### src/rtl/if_id_stage.sv
// ---------------------------------------------------------------------------
// if_id_stage
//
// IF->ID pipeline register with a valid/ready handshake, a decode-side stall,
// a flush, and a two-entry skid buffer. The main entry drives decode
// directly. The skid entry catches one beat that fetch launched while decode
// was holding. Because in_ready is a register, there is no combinational path
// from decode back to fetch.
//
// Optional feature macro: IF_ID_STAGE_STAT_EN
//   When this macro is defined, the stage adds two saturating statistics
//   counters, stall_cnt and flush_cnt. Only rst clears them.
//
// Ports
//   clk        in   1       clock, rising edge
//   rst        in   1       synchronous, active-high reset
//   in_valid   in   1       fetch offers {in_pc, in_inst}
//   in_ready   out  1       stage can accept (registered)
//   in_pc      in   PC_W    fetch address
//   in_inst    in   INST_W  fetched instruction
//   stall      in   1       decode hazard hold, same effect as out_ready=0
//   flush      in   1       kill every held entry
//   out_valid  out  1       {out_pc, out_inst} valid for decode
//   out_ready  in   1       decode consumes
//   out_pc     out  PC_W    decode-stage address
//   out_inst   out  INST_W  decode-stage instruction (NOP_INST when invalid)
//   stall_cnt  out  32      [IF_ID_STAGE_STAT_EN] cycles stalled with valid data
//   flush_cnt  out  16      [IF_ID_STAGE_STAT_EN] flush cycles
//
// State table
//   state    | meaning
//   ST_EMPTY | main entry invalid, skid entry invalid
//   ST_FULL  | main entry valid, skid entry empty
//   ST_SKID  | main and skid entries both valid, in_ready low
// ---------------------------------------------------------------------------
module if_id_stage #(
   parameter int                PC_W     = 32,
   parameter int                INST_W   = 32,
   parameter logic [INST_W-1:0] NOP_INST = '0,
   parameter logic [PC_W-1:0]   RST_PC   = '0
) (
   input  logic              clk,
   input  logic              rst,
   input  logic              in_valid,
   output logic              in_ready,
   input  logic [PC_W-1:0]   in_pc,
   input  logic [INST_W-1:0] in_inst,
   input  logic              stall,
   input  logic              flush,
   output logic              out_valid,
   input  logic              out_ready,
   output logic [PC_W-1:0]   out_pc,
   output logic [INST_W-1:0] out_inst
`ifdef IF_ID_STAGE_STAT_EN
   ,
   output logic [31:0]       stall_cnt,
   output logic [15:0]       flush_cnt
`endif
);

   typedef enum logic [1:0] {
      ST_EMPTY = 2'd0,
      ST_FULL  = 2'd1,
      ST_SKID  = 2'd2
   } state_t;

   state_t              state;
   logic [PC_W-1:0]     main_pc;
   logic [INST_W-1:0]   main_inst;
   logic [PC_W-1:0]     skid_pc;
   logic [INST_W-1:0]   skid_inst;

   logic                acc;
   logic                dr;
   logic                cons;

   assign acc  = in_valid & in_ready;
   assign dr   = out_ready & ~stall;
   assign cons = out_valid & dr;

   // main_pc also serves as the out_pc register. It keeps the last delivered
   // address after the stage drains, and returns to RST_PC on rst or flush.
   assign out_pc   = main_pc;
   assign out_inst = out_valid ? main_inst : NOP_INST;

   // The data registers have no reset. They are written only on an accept or
   // on a skid->main move. out_valid masks whatever is left in them.
   always_ff @(posedge clk) begin
      if (rst || flush) begin
         state     <= ST_EMPTY;
         out_valid <= 1'b0;
         in_ready  <= 1'b1;
         main_pc   <= RST_PC;
      end else begin
         case (state)
            ST_EMPTY: begin
               if (acc) begin
                  main_pc   <= in_pc;
                  main_inst <= in_inst;
                  state     <= ST_FULL;
                  out_valid <= 1'b1;
                  in_ready  <= 1'b1;
               end
            end
            ST_FULL: begin
               if (acc && cons) begin
                  main_pc   <= in_pc;
                  main_inst <= in_inst;
               end else if (cons) begin
                  state     <= ST_EMPTY;
                  out_valid <= 1'b0;
               end else if (acc) begin
                  skid_pc   <= in_pc;
                  skid_inst <= in_inst;
                  state     <= ST_SKID;
                  in_ready  <= 1'b0;
               end
            end
            ST_SKID: begin
               // in_ready is low in this state, so fetch cannot be accepted here.
               if (cons) begin
                  main_pc   <= skid_pc;
                  main_inst <= skid_inst;
                  state     <= ST_FULL;
                  in_ready  <= 1'b1;
               end
            end
            default: begin
               state     <= ST_EMPTY;
               out_valid <= 1'b0;
               in_ready  <= 1'b1;
               main_pc   <= RST_PC;
            end
         endcase
      end
   end

`ifdef IF_ID_STAGE_STAT_EN
   // A flush does not clear these counters. They saturate at all-ones.
   always_ff @(posedge clk) begin
      if (rst) begin
         stall_cnt <= '0;
         flush_cnt <= '0;
      end else begin
         if (stall && out_valid && !flush && (stall_cnt != '1))
            stall_cnt <= stall_cnt + 32'd1;
         if (flush && (flush_cnt != '1))
            flush_cnt <= flush_cnt + 16'd1;
      end
   end
`endif

endmodule

### config.mk
export PLATFORM = sky130hd
export DESIGN_NAME = if_id_stage
export DESIGN_NICKNAME = d
export VERILOG_FILES = /design/src/rtl/if_id_stage.sv
export SDC_FILE = /design/constraint.sdc
export NUM_CORES = 1
export LEC_CHECK = 0
export BUFFER_PORTS_ARGS = -buffer_cell sky130_fd_sc_hd__buf_2
export CORE_MARGIN = 5
export CORE_UTILIZATION = 53
export CTS_CLUSTER_SIZE = 16
export DETAILED_ROUTE_END_ITERATION = 10
export GPL_TIMING_DRIVEN = 0
export HOLD_SLACK_MARGIN = 0.06
export PLACE_DENSITY_LB_ADDON = 0.2
export SETUP_SLACK_MARGIN = 0.3
export SYNTH_ARGS = -nofsm -noshare
export SYNTH_HDL_FRONTEND = slang
export SYNTH_SLANG_ARGS = --single-unit
### constraint.sdc
create_clock -name clk -period 8.2 [get_ports clk]
set_input_delay 0.41 -clock clk [delete_from_list [all_inputs] [get_ports clk]]
set_output_delay 0.41 -clock clk [all_outputs]
set_load 0.005 [all_outputs]
==> results.yml <==
clock_network:
  cts_tree: "built"
  cts_buffers: 17
  clk_pin_slew_worst_paths_ns: 0.06
  htree_levels: 4
  root_buffer: "clkbuf_8"
  cts.sinks: 132
  cts_resized: 0
  clockBufferDepth: 2
  clk_latency_ns: 0.51
outcome:
  status: "finished, final reports clean"
drt:
  routed_wl_um: 11900
  firstDrtPassIters: 4
  route.detailed.drc: 0
  ant_nets: 0
  viasPerCell: 5.035
  vias: 3711
  wl_per_cell_um: 16.15
  drt_iter0_markers: 134
worst_setup_path:
  cp.arrival_ns: 2.80
  critPathRequiredTime_ns: 8.42
  critPathKind: "reg -> reg"
  path_max_fanout: 10
  endpoint_kind: "register"
  reg2reg_depth: 8
  start_kind: "register"
sta:
  layout_min_cycle_time_ns: 2.583
  fin_worst_skew_ns: 0.005632
  setup-violations-final: 0
  hold_slack_ns: 0.08350
  layout_worst_path_cycle_share: 0.3150
  worst_pin_slew_ns: 0.7510
  relSlewSlack: 0.4966
  slew_violations: 0
  rsz0062_at_grt: "false"
  hold_viol_final: 0
  fmax_mhz: 387.1
global_routing:
  grt_use_total: 0.1959
  grt_pass1_vias: 4093
  grt_antenna_before_repair: 0
  grt_pass1_wl_um: 19510
  globalRouteOverflowTotal: 0
  grt_max_degree: 25
hold_path:
  min_path_type: "in -> reg"
  worstHoldPathCells: 1
die:
  die_h_um: 112.6
  num_io_pins: 136
  coreArea_sq_um: 10280
  start_util: 0.5425
  die-area_sq_um: 12670
  rows: 37
  die_w_um: 112.6
place:
  dp_hpwl_um: 8525
  place_congestion: 0.7398
  io_buffers: 135
  place_area_sq_um: 6536
layout:
  nets: 658
  drive_above_1_share: 0.3561
  fillers: 797
  area_delta_synth_final_pct: 30.16
  diodes: 0
  final_util: 0.7061
  final_cell_area_sq_um: 7257
power:
  leakagePower_nw: 3.060
  ir_drop_uv: 143.4
  power_density_nw_per_um2: 224.1
synth:
  synth_cell_type_count: 28
  syn_area_per_cell_sq_um: 13.43
  synth_seq_cells: 132
  syn_area_sq_um: 5575
  synth_cells: 415
  synth-seq-area-share: 0.6463
  synth_nets: 485
  synth_warnings: 0
job:
  drv_cap: 0
-- critical path, cell delays in order (launching register included) --
cell,delay [ns]
dfxtp_1,0.29
buf_4,0.16
clkbuf_1,0.24
and3b_1,0.35
nand2_1,0.08
nor3_2,0.59
buf_6,0.25
buf_6,0.16
buf_6,0.17
-- final cells by class --
type,instances,area (sq um),area share
clock inverters,12,185.2,0.02552
multi-input cells,252,1832,0.2524
inverters,1,3.754,0.0005172
plain buffers,30,152.6,0.02103
repair buffers,154,884.6,0.1219
well taps,136,170.2,0.02345
clock buffers,20,425.4,0.05862
flip-flops and latches,132,3603,0.4966
-- cells in the final DEF, fill, tap and decap left out, types with 2 or more instances in the layout --
cell             n
a21oi_1          2
and2_1          33
and3b_1         34
buf_2          140
buf_6           11
bufinv_16        5
clkbuf_1        23
clkbuf_16       16
clkinv_1         4
clkinvlp_4       2
dfxtp_1         36
dlygate4sd3_1   11
edfxtp_1        96
mux2_2          32
mux2i_1         32
nand2_1         35
nor2_1           2
nor2b_1         33
o21ai_0         35
-- logic make-up (layout without fill, tap and decap cells) --
family | count (synthesis) | count (layout) | share of synthesized area
multiplexers | 64 | 64 | 0.1221
buffers and inverters | 31 | 217 | 0.02805
flip-flops | 132 | 132 | 0.6463
AND/OR/NAND/NOR | 145 | 145 | 0.1614
AO/OA/AOI/OAI | 42 | 42 | 0.04062
XOR/XNOR | 1 | 1 | 0.001571
-- state kept, by name, indices dropped and copies added (netlist names) --
name / count
main_inst: 32
out_valid: 1
skid_pc: 32
in_ready: 1
skid_inst: 32
state: 2
out_pc: 32
-- routing by layer --
metal	GRT usage	wire length, um	share of wire
met5	0	0	0
met4	0.07372	219	0.018
met3	0.06792	811	0.068
met2	0.3404	6020	0.51
met1	0.2222	4853	0.41
-- path summary, 6_finish.rpt --
| path | to | slack [ns] | startpoint |
|---|---|---|---|
| max reg2reg | skid_inst[16]$_DFFE_PP_ | 5.62 | state[1]$_SDFFE_PP0P_ |
| min | skid_pc[29]$_DFFE_PP_ | 0.08 | in_pc[29] |
| max | skid_inst[16]$_DFFE_PP_ | 5.62 | state[1]$_SDFFE_PP0P_ |
| min reg2reg | out_pc[6]$_SDFFE_PP0P_ | 0.45 | out_pc[6]$_SDFFE_PP0P_ |
-- Yosys cell counts --
| library cell | number | area share |
|---|---|---|
| nand3_1 | 1 | 0.00090 |
| or2_2 | 1 | 0.0011 |
| mux2i_1 | 32 | 0.057 |
| inv_1 | 1 | 0.00067 |
| xnor2_1 | 1 | 0.0016 |
| mux2_2 | 32 | 0.065 |
| clkbuf_1 | 20 | 0.013 |
| nand3b_1 | 1 | 0.0013 |
| a31oi_1 | 1 | 0.0011 |
| or4_1 | 1 | 0.0013 |
| nor3_1 | 2 | 0.0018 |
| buf_6 | 4 | 0.0081 |
| nor2b_1 | 33 | 0.037 |
| and2b_1 | 1 | 0.0013 |
| edfxtp_1 | 96 | 0.52 |
| nor2_1 | 2 | 0.0013 |
| a221o_1 | 1 | 0.0018 |
| a21oi_1 | 3 | 0.0027 |
| buf_4 | 1 | 0.0013 |
| o22ai_2 | 1 | 0.0022 |
| or3_1 | 1 | 0.0011 |
| buf_2 | 5 | 0.0045 |
| o21ai_0 | 35 | 0.031 |
| a22oi_1 | 1 | 0.0013 |
| and3b_1 | 34 | 0.053 |
| dfxtp_1 | 36 | 0.13 |
| nand2_1 | 35 | 0.024 |
| and2_1 | 33 | 0.037 |
-- power by group --
part | leakage [nW] | switching, mW | internal [mW] | total, mW
logic | 1.61 | 0.0512 | 0.0550 | 0.106
clock network | 0.289 | 0.265 | 0.519 | 0.784
registers | 1.16 | 0.00527 | 0.731 | 0.736
-- stage by stage --
step / instances / setup TNS, ns / power (mW) / worst slack (ns)
after floorplan: 415 / 0 / 0.8055 / 2.160
after global placement: 686 / -35.98 / 0.8480 / -0.5647
after detailed placement: 694 / 0 / 0.8535 / 5.130
after CTS: 736 / 0 / 1.640 / 5.593
after global routing: 737 / 0 / 1.687 / 5.391
final: 737 / 0 / 1.626 / 5.617
-- what timing repair did --
| action | CTS | global route |
|---|---|---|
| hold buffers | 10 | 1 |
| buffers inserted | 0 | 0 |
| hold endpoints to repair | 10 | 1 |
(Power assumes the default switching activity.)
